===== src/rtl/pipe_ctrl_pkg.sv =====
// ============================================================================
// pipe_ctrl_pkg : shared types and constants for the pipeline controller
// Revision      : 1.0
// ============================================================================
`default_nettype none

package pipe_ctrl_pkg;

  typedef enum logic [1:0] {
    ST_INIT     = 2'd0,
    ST_RUN      = 2'd1,
    ST_MDU_WAIT = 2'd2,
    ST_ERR      = 2'd3
  } pctl_state_t;

  localparam logic [31:0] NOP_INSTR = 32'h0000_0013;

endpackage

`default_nettype wire


===== src/rtl/pipe_ctrl_load_use_det.sv =====
// ============================================================================
// load_use_det : flags an ID-stage read of the register an EX-stage load writes
// Revision     : 1.0
// ============================================================================
`default_nettype none

module load_use_det #(
  parameter int RID_W = 5
) (
  input  logic [RID_W-1:0] i_id_rs1,
  input  logic [RID_W-1:0] i_id_rs2,
  input  logic             i_id_use_rs1,
  input  logic             i_id_use_rs2,
  input  logic             i_ex_is_load,
  input  logic [RID_W-1:0] i_ex_rd,
  output logic             o_hazard
);

  logic w_rs1_hit;
  logic w_rs2_hit;

  assign w_rs1_hit = i_id_use_rs1 && (i_id_rs1 == i_ex_rd);
  assign w_rs2_hit = i_id_use_rs2 && (i_id_rs2 == i_ex_rd);
  // x0 is hardwired zero, so a load targeting it never creates a dependency
  assign o_hazard  = i_ex_is_load && (i_ex_rd != '0) && (w_rs1_hit || w_rs2_hit);

endmodule

`default_nettype wire


===== src/rtl/pipe_ctrl.sv =====
// ============================================================================
// pipe_ctrl : IF/ID/EX hold, flush and redirect control with MDU watchdog
// Revision  : 1.0
// ============================================================================
`default_nettype none

module pipe_ctrl
  import pipe_ctrl_pkg::*;
#(
  parameter int ADDR_W      = 32,
  parameter int RID_W       = 5,
  parameter int MDU_TIMEOUT = 64
) (
  input  logic              clk,
  input  logic              rst_n,
  input  logic [RID_W-1:0]  id_rs1,
  input  logic [RID_W-1:0]  id_rs2,
  input  logic              id_use_rs1,
  input  logic              id_use_rs2,
  input  logic              ex_is_load,
  input  logic [RID_W-1:0]  ex_rd,
  input  logic              jump_req,
  input  logic [ADDR_W-1:0] jump_addr,
  input  logic              mdu_start,
  input  logic              mdu_done,
  output logic              pc_hold,
  output logic              if_id_hold,
  output logic              if_id_flush,
  output logic              id_ex_hold,
  output logic              id_ex_flush,
  output logic              jump_en,
  output logic [ADDR_W-1:0] jump_addr_o,
  output logic              mdu_err,
  output logic [31:0]       stall_cnt
);

  localparam int CNT_W = (MDU_TIMEOUT > 2) ? $clog2(MDU_TIMEOUT) : 1;

  pctl_state_t      r_state;
  pctl_state_t      w_state_nxt;
  logic [CNT_W-1:0] r_cnt;
  logic [CNT_W-1:0] w_cnt_inc;
  logic             r_mdu_err;
  logic [31:0]      r_stall_cnt;
  logic             w_hazard;
  logic             w_pc_hold;
  logic             w_if_id_hold;
  logic             w_if_id_flush;
  logic             w_id_ex_hold;
  logic             w_id_ex_flush;
  logic             w_jump_en;

  load_use_det #(
    .RID_W (RID_W)
  ) u_load_use_det (
    .i_id_rs1     (id_rs1),
    .i_id_rs2     (id_rs2),
    .i_id_use_rs1 (id_use_rs1),
    .i_id_use_rs2 (id_use_rs2),
    .i_ex_is_load (ex_is_load),
    .i_ex_rd      (ex_rd),
    .o_hazard     (w_hazard)
  );

  assign w_cnt_inc = r_cnt + CNT_W'(1);

  always_ff @(posedge clk or negedge rst_n) begin
    if (!rst_n) begin
      r_state     <= ST_INIT;
      r_cnt       <= '0;
      r_mdu_err   <= 1'b0;
      r_stall_cnt <= '0;
    end else begin
      r_state <= w_state_nxt;
      if (r_state == ST_RUN && mdu_start && !mdu_done) begin
        r_cnt <= '0;
      end else if (r_state == ST_MDU_WAIT && !mdu_done) begin
        r_cnt <= w_cnt_inc;
      end
      if (w_state_nxt == ST_ERR) begin
        r_mdu_err <= 1'b1;
      end
      if (w_pc_hold && r_state != ST_INIT && r_stall_cnt != 32'hFFFF_FFFF) begin
        r_stall_cnt <= r_stall_cnt + 32'd1;
      end
    end
  end

  always_comb begin
    w_state_nxt = r_state;
    case (r_state)
      ST_INIT:     w_state_nxt = ST_RUN;
      ST_RUN:      if (mdu_start && !mdu_done) w_state_nxt = ST_MDU_WAIT;
      ST_MDU_WAIT: begin
        if (mdu_done) begin
          w_state_nxt = ST_RUN;
        end else if (w_cnt_inc == CNT_W'(MDU_TIMEOUT - 1)) begin
          w_state_nxt = ST_ERR;
        end
      end
      ST_ERR:      w_state_nxt = ST_ERR;
      default:     w_state_nxt = ST_INIT;
    endcase
  end

  always_comb begin
    w_pc_hold     = 1'b0;
    w_if_id_hold  = 1'b0;
    w_if_id_flush = 1'b0;
    w_id_ex_hold  = 1'b0;
    w_id_ex_flush = 1'b0;
    w_jump_en     = 1'b0;
    case (r_state)
      ST_INIT: begin
        w_pc_hold     = 1'b1;
        w_if_id_flush = 1'b1;
        w_id_ex_flush = 1'b1;
      end
      ST_RUN: begin
        // An MDU issue outranks a jump in the same cycle; a same-cycle done needs no stall
        if (mdu_start) begin
          if (!mdu_done) begin
            w_pc_hold    = 1'b1;
            w_if_id_hold = 1'b1;
            w_id_ex_hold = 1'b1;
          end
        end else if (jump_req) begin
          w_jump_en     = 1'b1;
          w_if_id_flush = 1'b1;
          w_id_ex_flush = 1'b1;
        end else if (w_hazard) begin
          w_pc_hold     = 1'b1;
          w_if_id_hold  = 1'b1;
          w_id_ex_flush = 1'b1;
        end
      end
      ST_MDU_WAIT: begin
        if (!mdu_done) begin
          w_pc_hold    = 1'b1;
          w_if_id_hold = 1'b1;
          w_id_ex_hold = 1'b1;
        end
      end
      default: begin
        w_pc_hold    = 1'b1;
        w_if_id_hold = 1'b1;
        w_id_ex_hold = 1'b1;
      end
    endcase
  end

  assign pc_hold     = w_pc_hold;
  assign if_id_flush = w_if_id_flush;
  assign id_ex_flush = w_id_ex_flush;
  assign if_id_hold  = w_if_id_hold && !w_if_id_flush;
  assign id_ex_hold  = w_id_ex_hold && !w_id_ex_flush;
  assign jump_en     = w_jump_en;
  assign jump_addr_o = w_jump_en ? jump_addr : '0;
  assign mdu_err     = r_mdu_err;
  assign stall_cnt   = r_stall_cnt;

endmodule

`default_nettype wire

===== config.mk =====
export PLATFORM = sky130hd
export DESIGN_NAME = pipe_ctrl
export DESIGN_NICKNAME = d
export VERILOG_FILES = /design/src/rtl/pipe_ctrl_pkg.sv /design/src/rtl/pipe_ctrl_load_use_det.sv /design/src/rtl/pipe_ctrl.sv
export SDC_FILE = /design/constraint.sdc
export NUM_CORES = 1
export LEC_CHECK = 0
export BUFFER_PORTS_ARGS = -buffer_cell sky130_fd_sc_hd__buf_2
export CAP_MARGIN = 20
export CORE_ASPECT_RATIO = 2
export CORE_UTILIZATION = 40
export DETAILED_ROUTE_END_ITERATION = 12
export HOLD_SLACK_MARGIN = 0.03
export PLACE_DENSITY = 0.81
export SYNTH_ARGS = -nofsm -noshare
export SYNTH_HDL_FRONTEND = slang
export SYNTH_SLANG_ARGS = --single-unit

===== constraint.sdc =====
create_clock -name clk -period 3.73 [get_ports clk]
set_input_delay 0.373 -clock clk [delete_from_list [all_inputs] [get_ports clk]]
set_output_delay 0.373 -clock clk [all_outputs]
set_load 0.005 [all_outputs]

==> results.yml, run 1 <==
outcome:
  status: "complete, no violations"
floorplan:
  rows: 41
  io_pins: 126
  die-area_mm2: 0.006962
  initial_core_util_pct: 41.58
  fp.coreArea_mm2: 0.006361
  die_h_um: 117
  dieWidth_um: 59.50
place:
  routabilityCongestion: 0.9386
  dpl.hpwl_um: 5191
  placed_area_mm2: 0.003316
  port_buffers: 125
  dp_cells: 478
run:
  drv_cap: 0
drt:
  drt-total-wl_um: 6743
  top_layer: "met4"
  met3_length_um: 332
  wl_per_cell_um: 13.87
  remaining_drc_errors: 0
  wl_met1_um: 2537
  via_per_inst: 5.237
  first_pass_iters: 4
  vias: 2545
  detail-route-antenna-nets: 0
  wl_met2_um: 3763
  drt_first_iter_violations: 149
clock_network:
  h-tree-depth: 2
  cts_setup_buffers: 0
  clkTransAtPathRegs_ns: 0.06
  cts_root_buf: "clkbuf_16"
  clkLatencyLatePin_ns: 0.28
  cts-resized-gates: 0
  cts.hold.buffers_added: 0
  cts_tree: "built"
  numCtsBuffers: 5
  cts.sinks: 41
  clk_path_buf_depth: 2
synthesis:
  synth-edff-count: 0
  yosys-top-cells-area: "dfrtp_1, xnor2_1, and3_1"
  yosys.area.top_type: "dfrtp_1"
  synth_top_area_share_pct: 38.79
  async_flop_share_pct: 100.0
  syn_avg_cell_area_um2: 9.480
  syn_area_mm2: 0.002645
  yosys_most_used_dff: "dfrtp_1"
  synth_cells: 279
  synth_nets: 342
  ys_types: 46
  ys_seq_area_share_pct: 38.79
  yosysWarnings: 0
  ys_ff_latch: 41
sta:
  worst_pin_slew_ns: 0.9576
  slew_headroom_pct: 36.09
  timing.fmax_mhz: 307.5
  setup_viol: 0
  setup_tns_ns: 0
  fin_crit_ns: 3.252
  slew_violations: 0
  fin_crit_sh_pct: 87.18
  rsz0062_at_grt: "no"
  finalHoldViolations: 0
  skew_ns: 0.002636
setup_path:
  r2r_end: "stall_cnt[1]"
  rrSetupSlack_ns: 0.76
  critPathMaxFanout: 35
  critPathMaxStageDelay_ns: 0.72
  worst_r2r_path_depth: 8
  crit_path_end_kind: "primary output"
  start_kind: "register"
  cp_common_cell: "inv_2"
  rr_startpoint: "r_state[1]"
  path_cells: "inv_1 > ha_1 > inv_2 > nor2_2 > and3b_1 > a311oi_4 > inv_2 > buf_2"
  cp_slowest_cell: "nor2_2"
  cp.arrival_ns: 2.88
  worst-setup-path-type: "register to primary output"
  cp_data_required_time_ns: 3.36
power_and_ir_drop:
  peakVddDrop_mv: 0.3109
  switching_share_pct: 33.71
  power_frac_seq_pct: 34.1
  switchingPower_uw: 552.3
  p_comb_share_pct: 31.5
  pwr_density_cell_mw_per_mm2: 466.9
  leakage_uw: 0.001936
  internal-power_uw: 1086
  p_clk_share_pct: 34.4
grt:
  globalRouteOverflowTotal: 0
  grt_first_pass_wirelength_um: 10730
  grt_usage_pct: 20.29
  grt_max_degree: 42
  antenna_found_initial: 0
  grt_pass1_vias: 2403
layout:
  n_fill_cell: 612
  fin_cells: 486
  finalInstanceArea_mm2: 0.003510
  register_area_mm2: 0.001026
  syn2layout_area_growth_pct: 32.69
  multiInputGateArea_mm2: 0.001515
  drive_gt1_share_pct: 37.50
  antenna_cells: 0
  final_nets: 462
min_path:
  hold_path_class: "primary input to asynchronous set/reset pin"
==> per-stage QoR <==
step	utilization, %	total power (uW)	hold WS, ns	setup WS, ns
after global placement	52.12	1060	0.4452	0.9122
after CTS	55.17	1645	0.2501	0.5099
after global routing	55.17	1725	0.3043	0.2214
final	55.17	1639	0.2178	0.4781
after floorplan	-	898.2	0.07741	1.643
after detailed placement	52.12	1079	0.4462	0.8175
==> kinds of logic after synthesis <==
group	Yosys count	synth area share [%]
simple gates	147	33.63
xor+xnor	45	14.90
flops	41	38.79
buf+inv	23	3.926
compound gates	13	4.163
fa+ha+maj	8	3.784
mux	2	0.8041
==> per-layer routing <==
layer	up-vias	GRT usage [%]
li1	1230	-
met1	1209	21.60
met2	99	38.58
met3	7	3.187
met4	0	7.597
met5	-	0
==> registers in the layout (all words and copies together), names as in the netlist <==
signal / cells
stall_cnt: 32
r_cnt: 6
r_state: 2
mdu_err: 1
==> worst max-delay path, delay by kind of cell (launching register included) <==
family | cells | cell delay (ns)
buf+inv | 4 | 0.64
fa+ha+maj | 1 | 0.23
simple gates | 2 | 1.03
compound gates | 1 | 0.25
flops | 1 | 0.43
==> power groups by stage <==
| stage | sequential, uW | clock, uW | combinational [uW] |
|---|---|---|---|
| after floorplan | 558 | 0 | 340 |
| after detailed placement | 564 | 0 | 515 |
| after CTS | 557 | 572 | 516 |
| after global placement | 561 | 0 | 499 |
| final | 558 | 564 | 516 |
| after global routing | 566 | 586 | 574 |
==> cell type report <==
type                    instances  area share (%)
multi-input cells             215           43.17
flip-flops and latches         41           29.23
repair buffers                125           17.83
clock buffers                   5           3.565
well taps                      86           3.066
clock inverters                 3           1.961
inverters                      11           1.176
==> synth_stat cells (3+ instances only) <==
master and count:
a21oi_1 3, and3_1 37, clkbuf_1 8, dfrtp_1 41, ha_1 8, inv_1 9, nand2_1 15, nand2b_1 3
nand3_1 15, nand3b_1 4, nand4_1 18, nor2_1 19, nor3_1 6, nor4_1 8, nor4_2 5, xnor2_1 27
xor2_1 18
==> cell usage in the layout, fill, tap and decap left out, types with 2 or more instances in the layout <==
cell type / instances
o21ai_0: 2
a21oi_1: 3
and3b_1: 2
nor2_1: 19
nor3_1: 6
nand2b_1: 3
inv_1: 9
nor4_2: 5
xor2_1: 18
and3_1: 37
nand4_1: 18
nand2_1: 15
buf_2: 125
inv_2: 2
nand3b_1: 4
nor4_1: 8
clkbuf_16: 5
ha_1: 8
dfrtp_1: 41
nor2b_1: 2
bufinv_16: 2
xnor2_1: 27
nand3_1: 15
==> how the worst max path moves through the flow <==
stage | startpoint | end | slack [ns] | cells after the start
after floorplan | r_state[1] | pc_hold | 1.64 | 8
after global placement | r_state[1] | pc_hold | 0.91 | 8
after detailed placement | r_state[1] | stall_cnt[1] | 0.82 | 8
after CTS | r_state[1] | pc_hold | 0.51 | 8
after global routing | r_state[1] | pc_hold | 0.22 | 8
final | r_state[1] | pc_hold | 0.48 | 8
Power figures use the tool's default switching activity.
==> inputs of run 2 (changes only) <==
--- a/config.mk
+++ b/config.mk
@@ -9,4 +9,5 @@
 export CAP_MARGIN = 20
 export CORE_ASPECT_RATIO = 2
+export CORE_MARGIN = 10
 export CORE_UTILIZATION = 40
 export DETAILED_ROUTE_END_ITERATION = 12
==> constraint.sdc (replaced) <==
create_clock -name clk -period 3.73 [get_ports clk]
set_input_delay 0.5595 -clock clk [delete_from_list [all_inputs] [get_ports clk]]
set_output_delay 0.5595 -clock clk [all_outputs]
set_load 0.005 [all_outputs]
==> run 2 against run 1 <==
Effect of this change: final area shrank 0.53%; via count grew 0.94%; clock power shrank 16%; total power shrank 4.6%; sequential share of layout area grew 0.16 points; count of clock-buffer cells in the layout is the same; critical endpoint unchanged; largest cell class unchanged; largest power group is now sequential cells; highest routed layer unchanged.
==> results.yml, run 2 (synthesized netlist as in run 1, its figures left out) <==
clock_network:
  cts.sinks: 41
  cts_tree: "built"
  clk_path_buf_depth: 2
  clkLatencyLatePin_ns: 0.28
  h-tree-depth: 2
  numCtsBuffers: 5
  cts.hold.buffers_added: 0
  clkTransAtPathRegs_ns: 0.06
  cts-resized-gates: 0
  cts_setup_buffers: 0
  cts_root_buf: "clkbuf_16"
setup_path:
  critPathMaxStageDelay_ns: 0.70
  worst_r2r_path_depth: 8
  start_kind: "register"
  cp.arrival_ns: 2.85
  endpoint: "pc_hold"
  cp_common_cell: "inv_2"
  critPathMaxFanout: 35
  path_cells: "inv_1 > ha_1 > inv_2 > nor2_2 > and3b_1 > a311oi_4 > inv_2 > buf_2"
  r2r_end: "stall_cnt[1]"
  rrSetupSlack_ns: 0.77
  cp_data_required_time_ns: 3.17
  worst-setup-path-type: "register to primary output"
  crit_path_end_kind: "primary output"
  rr_startpoint: "r_state[1]"
  startpoint: "r_state[1]"
  cp_slowest_cell: "nor2_2"
grt:
  antenna_found_initial: 0
  grt_max_degree: 42
  globalRouteOverflowTotal: 0
  grt_pass1_vias: 2851
  grt_usage_pct: 15.44
  grt_first_pass_wirelength_um: 13450
floorplan:
  initial_core_util_pct: 41.58
  die_h_um: 135
  die-area_mm2: 0.01046
  io_pins: 126
  fp.coreArea_mm2: 0.006361
  dieWidth_um: 77.50
  rows: 41
drt:
  first_pass_iters: 4
  drt-total-wl_um: 8136
  remaining_drc_errors: 0
  wl_per_cell_um: 16.71
  detail-route-antenna-nets: 0
  vias: 2569
  via_per_inst: 5.275
  drt_first_iter_violations: 133
min_path:
  hold_path_class: "primary input to asynchronous set/reset pin"
place:
  dpl.hpwl_um: 6635
  routabilityCongestion: 0.8319
  port_buffers: 125
sta:
  slew_headroom_pct: 37.99
  worst_pin_slew_ns: 0.9292
  setup_viol: 0
  timing.fmax_mhz: 293.0
  setup_tns_ns: 0
  fin_crit_ns: 3.413
  rsz0062_at_grt: "no"
  fin_hold_ws_ns: 0.4090
  skew_ns: 0.001886
  finalHoldViolations: 0
  fin_crit_sh_pct: 91.50
  slew_violations: 0
layout:
  register_area_mm2: 0.001026
  largest_reg_flops: 32
  drive_gt1_share_pct: 37.66
  final_nets: 464
  antenna_cells: 0
  syn2layout_area_growth_pct: 31.98
  final_common_cell: "buf_2"
  final_cell_mix: "buf_2, dfrtp_1, and3_1"
  n_fill_cell: 622
  multiInputGateArea_mm2: 0.001515
power_and_ir_drop:
  internal-power_uw: 1015
  switching_share_pct: 35.02
  power_frac_seq_pct: 35.7
  switchingPower_uw: 547.2
  leakage_uw: 0.001931
  peakVddDrop_mv: 0.2079
  p_comb_share_pct: 34.1
  pwr_density_cell_mw_per_mm2: 447.6
  p_clk_share_pct: 30.2
outcome:
  status: "complete, no violations"
run:
  drv_cap: 0
## run 2: final cells by class
class                   count  area share [%]
clock buffers               5           3.584
clock inverters             2           1.004
inverters                  11           1.183
multi-input cells         215           43.40
flip-flops and latches     41           29.39
well taps                  86           3.082
repair buffers            127           18.35
## run 2: worst max-delay path, delay by kind of cell, from the launching register on
family	cells	cell delay, ns
compound gates	1	0.25
fa+ha+maj	1	0.23
buf+inv	4	0.65
flops	1	0.43
simple gates	2	1.02
## run 2: worst min-delay path by stage
stage,startpoint,end,slack (ns),cells after the start
2_1_floorplan,rst_n,mdu_err,0.26,0
3_3_place_gp,mdu_err,mdu_err,0.44,1
3_5_place_dp,mdu_err,mdu_err,0.46,1
4_1_cts,rst_n,stall_cnt[8],0.45,1
5_1_grt,rst_n,stall_cnt[1],0.49,1
6_report,rst_n,stall_cnt[8],0.41,1
## run 2: power by group through the flow
stage | combinational [uW] | clock, uW | sequential, uW
after CTS | 543 | 480 | 558
after detailed placement | 536 | 0 | 564
after global routing | 598 | 495 | 569
final | 533 | 471 | 558
after floorplan | 340 | 0 | 558
after global placement | 522 | 0 | 559
## run 2: per-layer routing
metal | vias to the layer above | wire length (um) | global-route usage (%) | share of wire [%]
li1 | 1231 | - | - | -
met1 | 1214 | 2768 | 14.50 | 34
met2 | 112 | 4398 | 28.79 | 54
met3 | 12 | 800 | 6.383 | 9.8
met4 | 0 | 170 | 5.612 | 2.1
met5 | - | 0 | 0 | 0
## run 2: per-stage QoR
| stage | power, uW | worst slack (ns) | cell area, um2 | std cells | utilization (%) |
|---|---|---|---|---|---|
| 2_1_floorplan | 898.2 | 1.457 | 2645 | 279 | - |
| 3_3_place_gp | 1081 | 0.7183 | 3331 | 480 | 52.36 |
| 3_5_place_dp | 1100 | 0.6249 | 3331 | 480 | 52.36 |
| 4_1_cts | 1580 | 0.3011 | 3491 | 487 | 54.88 |
| 5_1_grt | 1661 | 0.03391 | 3491 | 487 | 54.88 |
| 6_report | 1562 | 0.3169 | 3491 | 487 | 54.88 |
==> inputs of run 3 (changes only) <==
- CELL_PAD_IN_SITES_DETAIL_PLACEMENT: not set -> 0
- CELL_PAD_IN_SITES_GLOBAL_PLACEMENT: not set -> 1
- CORE_UTILIZATION: 40 -> 36
- PLACE_DENSITY: 0.81 -> 0.94
==> run 3 against run 2 <==
Effect of this change: critical path depth rose by 1; utilization is 6.5 points lower; cell count grew 1.4%; total power shrank 0.86%; first-iteration DRC count grew 6.0%; clock power decreased by 4.7%; critical endpoint unchanged.
==> results.yml, run 3 (synthesized netlist as in run 1, its figures left out) <==
floorplan:
  io_pins: 126
  die_h_um: 141.2
  dieWidth_um: 80.61
  rows: 44
  fp.coreArea_mm2: 0.007212
  die-area_mm2: 0.01138
  initial_core_util_pct: 36.68
drt:
  wl_per_cell_um: 16.97
  first_pass_iters: 6
  via_per_inst: 5.142
  drt-total-wl_um: 8381
  drt_first_iter_violations: 141
  vias: 2540
  remaining_drc_errors: 0
  detail-route-antenna-nets: 0
setup_path:
  worst-setup-path-type: "register to primary output"
  cp_slowest_cell: "dfrtp_1"
  start_kind: "register"
  critPathBufInv: 5
  cp.arrival_ns: 2.28
  cp_top_family: "buffers and inverters"
  worst_r2r_path_depth: 10
  path_cells: "inv_1 > ha_1 > inv_2 > nor2_2 > buf_4 > and3b_1 > a311oi_4 > inv_2 > buf_2"
  crit_path_end_kind: "primary output"
  rrSetupSlack_ns: 1.20
  rr_startpoint: "r_state[1]"
  startpoint: "r_state[1]"
  cp_data_required_time_ns: 3.17
  cp_common_cell: "inv_2"
  r2r_end: "stall_cnt[1]"
  critPathMaxStageDelay_ns: 0.43
  critPathMaxFanout: 35
sta:
  slew_headroom_pct: 38.76
  fin_crit_sh_pct: 76.17
  rsz0062_at_grt: "no"
  setup_viol: 0
  worst_pin_slew_ns: 0.9186
  fin_crit_ns: 2.841
  skew_ns: 0.007212
  timing.fmax_mhz: 352.0
  finalHoldViolations: 0
  fin_hold_ws_ns: 0.4023
  slew_violations: 0
  setup_tns_ns: 0
  setup_ws_ns: 0.8889
clock_network:
  clk_path_buf_depth: 2
  clkLatencyLatePin_ns: 0.29
  cts_setup_buffers: 0
  cts_root_buf: "clkbuf_16"
  cts.sinks: 41
  cts-resized-gates: 0
  clkTransAtPathRegs_ns: 0.06
  cts_tree: "built"
  cts.hold.buffers_added: 0
  numCtsBuffers: 5
  h-tree-depth: 2
layout:
  drive_gt1_share_pct: 37.81
  largest_reg_flops: 32
  n_fill_cell: 720
  syn2layout_area_growth_pct: 31.98
  final_nets: 464
  final_common_cell: "buf_2"
  antenna_cells: 0
  final_cell_mix: "buf_2, dfrtp_1, and3_1"
  finalInstanceArea_mm2: 0.003491
grt:
  grt_usage_pct: 14.57
  grt_first_pass_wirelength_um: 13070
  grt_pass1_vias: 2689
  globalRouteOverflowTotal: 0
  grt_max_degree: 42
  antenna_found_initial: 0
power_and_ir_drop:
  leakage_uw: 0.001928
  switching_share_pct: 36.86
  internal-power_uw: 978.1
  peakVddDrop_mv: 0.3136
  switchingPower_uw: 570.9
  power_frac_seq_pct: 36.1
  finalPower_uw: 1549
  p_comb_share_pct: 35.0
  p_clk_share_pct: 29.0
  pwr_density_cell_mw_per_mm2: 443.7
run:
  drv_cap: 0
min_path:
  hold_path_class: "primary input to asynchronous set/reset pin"
place:
  placed_area_mm2: 0.003338
  pre_cts_ws_ns: 1.193
  routabilityCongestion: 0.8150
  port_buffers: 125
  dpl.hpwl_um: 6827
outcome:
  status: "complete, no violations"
[run 3: how the worst max path moves through the flow]
stage	endpoint	slack (ns)	cells after the start
floorplan	pc_hold	1.46	8
global placement	pc_hold	1.26	9
detailed placement	stall_cnt[1]	1.19	10
CTS	pc_hold	0.89	9
global route	pc_hold	0.77	9
finish	pc_hold	0.89	9
[run 3: per-stage QoR]
step	util [%]	cells
floorplan	-	279
global placement	46.29	486
detailed placement	46.29	486
CTS	48.40	494
global route	48.40	494
finish	48.40	494
[run 3: power by group through the flow]
| stage | Combinational (uW) | Clock [uW] | Sequential (uW) |
|---|---|---|---|
| 2_1_floorplan | 340 | 0 | 558 |
| 3_3_place_gp | 541 | 0 | 563 |
| 3_5_place_dp | 550 | 0 | 568 |
| 4_1_cts | 552 | 453 | 560 |
| 5_1_grt | 611 | 473 | 569 |
| 6_report | 542 | 449 | 558 |
[run 3: worst reg2reg max path: stages (launching register included)]
cell      delay, ns
dfrtp_1        0.44
inv_1          0.10
ha_1           0.23
inv_2          0.06
nor2_2         0.07
buf_4          0.26
and3b_1        0.25
a311oi_4       0.11
buf_4          0.23
nor3_1         0.32
mux2_1         0.36
[run 3: cell type report]
type                    instances  area (um2)  area share (%)
clock inverters                 2       13.76          0.3943
inverters                      11       41.29           1.183
multi-input cells             215        1515           43.40
well taps                      92       115.1           3.297
clock buffers                   6       138.9           3.978
flip-flops and latches         41        1026           29.39
repair buffers                127       640.6           18.35
[run 3: layer usage]
layer  track usage, %  up-vias  wire length [um]
met5                0        -                 0
met4            4.757        0               132
met3            7.325       11               914
met2            26.77      104              4557
met1            12.98     1194              2777
li1                 -     1231                 -
